===== src/rtl/gpio_sw_debounce_pkg.sv =====
// Shared GPIO switch constants used by the switch debouncer and its bus interface.
package gpio_sw_debounce_pkg;

    localparam int unsigned GPIO_SW_WIDTH                = 16;
    localparam int unsigned GPIO_DEBOUNCE_CYCLES_DEFAULT = 100000;

endpackage : gpio_sw_debounce_pkg


===== src/rtl/gpio_sw_debounce_if.sv =====
// Switch-conditioning bus between board pins / GPIO peripheral (master) and the debouncer (slave).
interface gpio_sw_debounce_if
    import gpio_sw_debounce_pkg::*;
#(
    parameter int unsigned WIDTH = GPIO_SW_WIDTH
);

    logic             bypass_i;
    logic [WIDTH-1:0] sw_raw_i;
    logic [WIDTH-1:0] sw_o;
    logic [WIDTH-1:0] rise_o;
    logic [WIDTH-1:0] fall_o;
    logic             change_o;

    modport master (
        output bypass_i,
        output sw_raw_i,
        input  sw_o,
        input  rise_o,
        input  fall_o,
        input  change_o
    );

    modport slave (
        input  bypass_i,
        input  sw_raw_i,
        output sw_o,
        output rise_o,
        output fall_o,
        output change_o
    );

endinterface : gpio_sw_debounce_if


===== src/rtl/gpio_debounce_bit.sv =====
// Single switch bit: synchroniser, consecutive-stability counter, accepted level and edge pulses.
module gpio_debounce_bit #(
    parameter int unsigned SYNC_STAGES     = 2,
    parameter int unsigned DEBOUNCE_CYCLES = 100000
) (
    input  logic clk,
    input  logic rst,
    input  logic bypass,
    input  logic swRaw,
    output logic sw,
    output logic rise,
    output logic fall,
    output logic pulseNext_c
);

    localparam int unsigned CNT_W = $clog2(DEBOUNCE_CYCLES + 1);
    localparam logic [CNT_W-1:0] LAST_CNT = CNT_W'(DEBOUNCE_CYCLES - 1);

    if (SYNC_STAGES < 2) begin : gBadSyncStages
        $error("gpio_debounce_bit: SYNC_STAGES must be at least 2");
    end
    if (DEBOUNCE_CYCLES < 1) begin : gBadDebounceCycles
        $error("gpio_debounce_bit: DEBOUNCE_CYCLES must be at least 1");
    end

    logic [SYNC_STAGES-1:0] syncQ;
    logic [CNT_W-1:0]       cnt;
    logic [CNT_W-1:0]       cntNext;
    logic                   stableNext;
    logic                   riseNext;
    logic                   fallNext;
    logic                   synced;

    assign synced = syncQ[SYNC_STAGES-1];

    always_ff @(posedge clk) begin
        if (rst) begin
            syncQ <= '0;
            cnt   <= '0;
            sw    <= 1'b0;
            rise  <= 1'b0;
            fall  <= 1'b0;
        end else begin
            syncQ <= {syncQ[SYNC_STAGES-2:0], swRaw};
            cnt   <= cntNext;
            sw    <= stableNext;
            rise  <= riseNext;
            fall  <= fallNext;
        end
    end

    // Acceptance: a differing level must survive DEBOUNCE_CYCLES consecutive edges; bypass accepts at once.
    always_comb begin
        cntNext    = cnt;
        stableNext = sw;
        riseNext   = 1'b0;
        fallNext   = 1'b0;

        if (bypass) begin
            cntNext    = '0;
            stableNext = synced;
        end else if (synced == sw) begin
            cntNext = '0;
        end else if (cnt == LAST_CNT) begin
            cntNext    = '0;
            stableNext = synced;
        end else begin
            cntNext = cnt + CNT_W'(1);
        end

        if (stableNext != sw) begin
            riseNext = stableNext;
            fallNext = ~stableNext;
        end
    end

    assign pulseNext_c = riseNext | fallNext;

endmodule : gpio_debounce_bit


===== src/rtl/gpio_sw_debounce.sv =====
// Debounces the board switch pins for the GPIO peripheral and flags any accepted change.
module gpio_sw_debounce
    import gpio_sw_debounce_pkg::*;
#(
    parameter int unsigned WIDTH           = GPIO_SW_WIDTH,
    parameter int unsigned SYNC_STAGES     = 2,
    parameter int unsigned DEBOUNCE_CYCLES = GPIO_DEBOUNCE_CYCLES_DEFAULT
) (
    input  logic               clk,
    input  logic               rst,
    gpio_sw_debounce_if.slave  bus
);

    logic [WIDTH-1:0] sw;
    logic [WIDTH-1:0] rise;
    logic [WIDTH-1:0] fall;
    logic [WIDTH-1:0] pulseNext_c;
    logic             change;

    for (genvar i = 0; i < int'(WIDTH); i++) begin : gBit
        gpio_debounce_bit #(
            .SYNC_STAGES     (SYNC_STAGES),
            .DEBOUNCE_CYCLES (DEBOUNCE_CYCLES)
        ) uBit (
            .clk         (clk),
            .rst         (rst),
            .bypass      (bus.bypass_i),
            .swRaw       (bus.sw_raw_i[i]),
            .sw          (sw[i]),
            .rise        (rise[i]),
            .fall        (fall[i]),
            .pulseNext_c (pulseNext_c[i])
        );
    end

    // Registered from the next-cycle pulses so it lines up with rise/fall.
    always_ff @(posedge clk) begin
        if (rst) begin
            change <= 1'b0;
        end else begin
            change <= |pulseNext_c;
        end
    end

    assign bus.sw_o     = sw;
    assign bus.rise_o   = rise;
    assign bus.fall_o   = fall;
    assign bus.change_o = change;

endmodule : gpio_sw_debounce


===== src/flat_wrapper.sv =====
// flat-port wrapper written by rule: the top's interface ports become plain ports
module gpio_sw_debounce_flat import gpio_sw_debounce_pkg::*;
#(
    parameter int unsigned WIDTH           = GPIO_SW_WIDTH,
    parameter int unsigned SYNC_STAGES     = 2,
    parameter int unsigned DEBOUNCE_CYCLES = GPIO_DEBOUNCE_CYCLES_DEFAULT
)
  (clk, rst, bus_bypass_i, bus_sw_raw_i, bus_sw_o, bus_rise_o, bus_fall_o, bus_change_o);
  gpio_sw_debounce_if #(.WIDTH(WIDTH)) bus_i ();
  input  logic clk;
  input  logic rst;
  input wire logic [$bits(bus_i.bypass_i)-1:0] bus_bypass_i;
  input wire logic [$bits(bus_i.sw_raw_i)-1:0] bus_sw_raw_i;
  output wire logic [$bits(bus_i.sw_o)-1:0] bus_sw_o;
  output wire logic [$bits(bus_i.rise_o)-1:0] bus_rise_o;
  output wire logic [$bits(bus_i.fall_o)-1:0] bus_fall_o;
  output wire logic [$bits(bus_i.change_o)-1:0] bus_change_o;
  assign bus_i.bypass_i = bus_bypass_i;
  assign bus_i.sw_raw_i = bus_sw_raw_i;
  assign bus_sw_o = bus_i.sw_o;
  assign bus_rise_o = bus_i.rise_o;
  assign bus_fall_o = bus_i.fall_o;
  assign bus_change_o = bus_i.change_o;
  gpio_sw_debounce #(.WIDTH(WIDTH), .SYNC_STAGES(SYNC_STAGES), .DEBOUNCE_CYCLES(DEBOUNCE_CYCLES)) u_core (.clk(clk), .rst(rst), .bus(bus_i));
endmodule

===== config.mk =====
export PLATFORM = sky130hd
export DESIGN_NAME = gpio_sw_debounce_flat
export DESIGN_NICKNAME = d
export VERILOG_FILES = /design/src/rtl/gpio_sw_debounce_pkg.sv /design/src/rtl/gpio_sw_debounce_if.sv /design/src/rtl/gpio_debounce_bit.sv /design/src/rtl/gpio_sw_debounce.sv /design/src/flat_wrapper.sv
export SDC_FILE = /design/constraint.sdc
export NUM_CORES = 1
export LEC_CHECK = 0
export CAP_MARGIN = 5
export CORE_ASPECT_RATIO = 2
export CORE_MARGIN = 4
export CORE_UTILIZATION = 45
export CTS_CLUSTER_SIZE = 20
export DETAILED_ROUTE_END_ITERATION = 6
export MAX_ROUTING_LAYER = met4
export PLACE_DENSITY_LB_ADDON = 0.12
export SKIP_LAST_GASP = 1
export SLEW_MARGIN = 5
export SYNTH_ARGS = -nofsm -noshare
export SYNTH_HDL_FRONTEND = slang
export SYNTH_SLANG_ARGS = --single-unit

===== constraint.sdc =====
create_clock -name clk -period 2.5 [get_ports clk]
set_input_delay 0.5 -clock clk [delete_from_list [all_inputs] [get_ports clk]]
set_output_delay 0.5 -clock clk [all_outputs]
set_load 0.02 [all_outputs]

==> results of run 1 <==
==> registers in the layout, indices dropped and copies added, names as in the netlist <==
name / count
u_core.gBit.uBit.cnt: 272
u_core.gBit.uBit.syncQ: 32
u_core.gBit.uBit.fall: 16
u_core.gBit.uBit.rise: 16
u_core.gBit.uBit.sw: 16
u_core.bus.change_o: 1
==> logic make-up after synthesis <==
kind of cell | after synthesis
adder cells (fa/ha/maj) | 48
multiplexers | 17
AND/OR/NAND/NOR | 851
buffers and inverters | 176
flip-flops | 353
XOR/XNOR | 231
AO/OA/AOI/OAI | 70
==> power by group <==
group	internal, mW	leakage, nW	switching, mW
Combinational	0.155	2.81	0.176
Sequential	5.67	2.85	0.0358
Clock	2.99	0.544	2.15
==> cell type report <==
type                    instances  area, um2  area share (%)
clock inverters                 8       97.6           0.532
well taps                     441        552            3.01
multi-input cells            1217       7760            42.3
clock buffers                  50       1000            5.46
inverters                      71        267            1.45
flip-flops and latches        353       7070            38.5
repair buffers                187       1590            8.69
==> cell usage in the layout (no fill, tap or decap), types with 4 or more instances in the layout <==
cell type / count
clkbuf_16: 35
o31ai_1: 14
a41oi_1: 13
or4_1: 18
nor3_1: 41
clkbuf_1: 8
clkbuf_8: 7
and4_1: 19
nand3_1: 112
o21ai_0: 12
nand4_1: 100
and3_1: 31
buf_4: 119
and4b_1: 8
nor2b_1: 64
xor2_1: 98
nor4_1: 55
dfxtp_1: 353
inv_1: 71
nor4b_1: 10
nor2_1: 281
ha_1: 48
or2_2: 9
clkdlybuf4s50_1: 66
mux2i_1: 15
a21oi_1: 25
or3_1: 15
clkinv_2: 4
xnor2_1: 133
nor4bb_1: 18
nand2_1: 61
==> layer usage <==
layer | track usage [%] | vias up | wire [um]
li1 | - | 6220 | -
met1 | 18.9 | 5862 | 13500
met4 | 6.05 | 0 | 1010
met2 | 35.7 | 185 | 19100
met3 | 2.49 | 69 | 1060
met5 | - | - | 0
==> final timing paths <==
path	slack [ns]	to	depth (start not counted)
max	0.13	u_core.bus.change_o$_SDFF_PP0_	9
min	0.43	u_core.gBit[13].uBit.syncQ[1]$_SDFF_PP0_	1
max reg2reg	0.13	u_core.bus.change_o$_SDFF_PP0_	9
min reg2reg	0.43	u_core.gBit[13].uBit.syncQ[1]$_SDFF_PP0_	1
==> through the flow <==
step                      power [mW]  util (%)  area (um2)  hold WS [ns]
after global routing            11.6      53.4       18300         0.447
final                           11.2      53.4       18300         0.433
after detailed placement        6.17      50.1       17200         0.423
after floorplan                 6.02         -       15700         0.414
after CTS                       11.4      53.3       18300         0.435
after global placement          6.17      50.1       17200         0.419
==> impl_metrics.toml, run 1 <==
[status]
outcome = "completed"

[timing]
finalMaxSlewViolations = 0
max_freq_mhz = 422
finalCriticalPeriod_ns = 2.37
worstMarginPinSlew_ns = 0.579
finalCritPeriodShare_pct = 94.8
setup_viol = 0
finalHoldViolCount = 0
skew_ns = 0.0153
setup_slack_ns = 0.131
slew_headroom_pct = 60.9
tns_ns = 0
rsz0062_at_grt = "false"

[finish]
fin_nets = 1932
fin_cells = 2327
area_growth_pct = 17.1
n_fill_cell = 3233
diodes = 0
drive_gt1_share_pct = 9.86

[pwr]
static-leakage-power_nw = 6.20
powerDensity_mw_per_mm2 = 610
peakVddDrop_uv = 581

[detailed_routing]
vias_per_cell = 5.30
wl_per_cell_um = 14.9
drc = 0
ant_nets = 0
drt_wl_total_um = 34600
drt_iter0_markers = 462
drt-pass1-iter-count = 5
vias = 12300

[yosys]
synth.area.top_cells = "dfxtp_1 (45%), xnor2_1 (7.4%), nor2_1 (6.8%), xor2_1 (5.5%), nand4_1 (4.0%)"
muxShareOfSynthArea_pct = 1.10
synth-edff-count = 0
ys_seq_elements = 353
synth_xor_area_share_pct = 12.9
synth_top_area_share_pct = 45.1
post-synth-top-count-cell = "dfxtp_1"
async_flop_share_pct = 0
ys_seq_area_share_pct = 45.1
synth-simple-area-share_pct = 28.7
yosysWarnings = 0
synth_area_mm2 = 0.0157
netlist_instances = 1746
synth_common_cells = "dfxtp_1 (353), nor2_1 (282), xnor2_1 (133)"
synth_top_family_by_area = "simple AND/OR/NAND/NOR gates"
synth-compound-area-share_pct = 2.90
synth_adder_area_share_pct = 3.83
synth_nets = 1813
synth_top_cell_by_area = "dfxtp_1"
yosysUniqueCellTypes = 38
syn_area_per_cell_um2 = 8.97
ys.flop_type = "dfxtp_1"

[floorplanning]
ios = 68
rows = 96
start_util_pct = 45.6
fp.dieH_um = 272
die_area_mm2 = 0.0380
fp.dieW_um = 140
core-area_mm2 = 0.0344

[global_route]
grt_pass1_wl_um = 58000
overflow = 0
grt_pass1_vias = 12300
antenna_found_initial = 0
grt_max_degree = 82
grt_use_total_pct = 18.5

[placement]
place_ws_ns = -0.201
globalplace.congestion = 0.863
post-dp-hpwl_um = 25200
portBuffers = 67
dp_cells = 2269

[critical_path]
cp.arrival_ns = 2.77
crit_family = "simple AND/OR/NAND/NOR gates"
endpoint_kind = "flip-flop"
critPathLaunch = "u_core.gBit[15].uBit.cnt[0]$_SDFF_PP0_"
crit_fanout = 2
critPathBufInv = 0
cp.required_ns = 2.90
max_stage_delay_ns = 0.35
cp_slowest_cell = "mux2_2"
crit_type = "reg2reg"
startpoint_type = "flip-flop"
rr_startpoint = "u_core.gBit[15].uBit.cnt[0]$_SDFF_PP0_"
path_cells = "ha_1, and4_1, and4_1, nor2_1, mux2_2, ha_1, nand4_1, nor4_1, nor2_1"

[clocking]
htreeDepth = 2
cts.sinks = 353
cts_buffers = 35
cts_tree = "built"
cts_resized = 0
cts_setup_buffers = 0
cts-root-buf = "clkbuf_16"
path_clk_slew_ns = 0.06
clock_tree.buffer_depth = 3
hold_buffers = 0
clkLatencyLatePin_ns = 0.52

[hold_path]
hold_path_class = "reg2reg"
holdCritStartpoint = "u_core.gBit[13].uBit.syncQ[0]$_SDFF_PP0_"

[run]
cap_violations = 0
No activity file was read; power rests on OpenSTA's default activity.
==> run 2: changes to the inputs <==
Settings changed: CORE_UTILIZATION 45 to 55.
==> impl_metrics.toml, run 2 (synthesis gave the netlist of run 1 again) <==
[pwr]
static-leakage-power_nw = 6.05
peakVddDrop_uv = 566
powerDensity_mw_per_mm2 = 619
power_mw = 11.2

[hold_path]
hold_path_class = "in2reg"

[timing]
finalCritPeriodShare_pct = 94.1
finalCriticalPeriod_ns = 2.35
setup_viol = 0
setup_slack_ns = 0.148
slew_headroom_pct = 58.9
worstMarginPinSlew_ns = 0.608
finalHoldViolCount = 0
skew_ns = 0.0122
finalMaxSlewViolations = 0
max_freq_mhz = 425

[critical_path]
path_cells = "ha_1, and4_1, and4_1, nor2_1, mux2_2, ha_1, nand4_1, nor4_2, nor2_1"
crit_family = "simple AND/OR/NAND/NOR gates"
crit_fanout = 3
cp_slowest_cell = "mux2_2"
endpoint_kind = "flip-flop"
max_stage_delay_ns = 0.35
startpoint_type = "flip-flop"
cp.required_ns = 2.95
cp.arrival_ns = 2.80
critPathBufInv = 0
crit_type = "reg2reg"

[detailed_routing]
drt_iter0_markers = 501
drc = 0
vias = 12200
drt-pass1-iter-count = 5
ant_nets = 0
wl_per_cell_um = 14.9
vias_per_cell = 5.51
drt_wl_total_um = 33000

[clocking]
cts_tree = "built"
hold_buffers = 0
cts_buffers = 31
path_clk_slew_ns = 0.07
cts.sinks = 353
htreeDepth = 1
clkLatencyLatePin_ns = 0.57
clock_tree.buffer_depth = 3
cts-root-buf = "clkbuf_16"

[finish]
ff_latch_area_mm2 = 0.00707
drive_gt1_share_pct = 8.88
largest_reg_flops = 272
diodes = 0
multi_input_area_mm2 = 0.00778
final_common_cell = "dfxtp_1"
n_fill_cell = 2429
final_area_mm2 = 0.0180
reg.largest.list = "u_core.gBit.uBit.cnt x272, u_core.gBit.uBit.syncQ x32"
top_register = "u_core.gBit.uBit.cnt"
fin_nets = 1903
area_growth_pct = 15.2
mostFrequentLayoutCells = "dfxtp_1 (353), nor2_1 (280), xnor2_1 (133), nand3_1 (112), nand4_1 (100)"

[global_route]
overflow = 0
grt_use_total_pct = 21.6
grt_pass1_wl_um = 56000
grt_pass1_vias = 12200
antenna_found_initial = 0
grt_max_degree = 31

[floorplanning]
core-area_mm2 = 0.0282
fp.dieW_um = 127
ios = 68
fp.dieH_um = 247
rows = 87
start_util_pct = 55.6
die_area_mm2 = 0.0314

[run]
cap_violations = 0

[status]
outcome = "completed"

[placement]
portBuffers = 67
place_ws_ns = -0.105
globalplace.congestion = 0.881
place_area_mm2 = 0.0169
post-dp-hpwl_um = 24000
run 2: where the power goes:
group          internal [mW]  switching, mW
Combinational          0.150          0.173
Clock                   2.97           2.16
Sequential              5.67         0.0371
Total                   8.79           2.37
run 2: stage by stage:
stage | util (%) | setup TNS [ns] | cells | hold WS (ns)
2_1_floorplan | - | 0 | 1746 | 0.414
3_3_place_gp | 60.0 | -0.115 | 2159 | 0.416
3_5_place_dp | 60.0 | -0.105 | 2159 | 0.423
4_1_cts | 63.9 | 0 | 2215 | 0.305
5_1_grt | 64.0 | -0.0346 | 2215 | 0.321
6_report | 64.0 | 0 | 2215 | 0.327
run 2: cell type report:
cell class / count / area share (%)
clock buffers: 42 / 4.80
clock inverters: 14 / 1.29
flip-flops and latches: 353 / 39.2
well taps: 356 / 2.47
inverters: 71 / 1.48
multi-input cells: 1217 / 43.1
repair buffers: 162 / 7.72
run 2: what timing repair did:
item                                    4_1_cts  5_1_grt
endpoints found under the setup margin        0        1
buffers inserted                              0        0
gates resized for setup                       0        7
hold endpoints to repair                      0        0
run 2: worst paths after layout:
check	start	end	slack, ns	depth (start not counted)
setup / recovery	u_core.gBit[15].uBit.cnt[0]$_SDFF_PP0_	u_core.bus.change_o$_SDFF_PP0_	0.15	9
hold / removal	rst	u_core.gBit[11].uBit.sw$_SDFF_PP0_	0.33	2
setup reg to reg	u_core.gBit[15].uBit.cnt[0]$_SDFF_PP0_	u_core.bus.change_o$_SDFF_PP0_	0.15	9
hold reg to reg	u_core.gBit[9].uBit.syncQ[0]$_SDFF_PP0_	u_core.gBit[9].uBit.syncQ[1]$_SDFF_PP0_	0.44	1
run 2: routing by layer:
metal  wire, um  vias to the layer above  share of wire (%)  track usage [%]
met5          0                        -                  0                -
met4       1710                        0                5.2             10.8
met3       1010                       98                3.1             2.29
met2      17700                      203                 54             40.6
met1      12600                     5749                 38             21.9
li1           -                     6157                  -                -
run 2: worst reg2reg max path: stages (launching register included):
cell and delay [ns]:
dfxtp_1 0.32, ha_1 0.21, and4_1 0.21, and4_1 0.19, nor2_1 0.14, mux2_2 0.35, ha_1 0.30, nand4_1 0.19
nor4_2 0.27, nor2_1 0.06
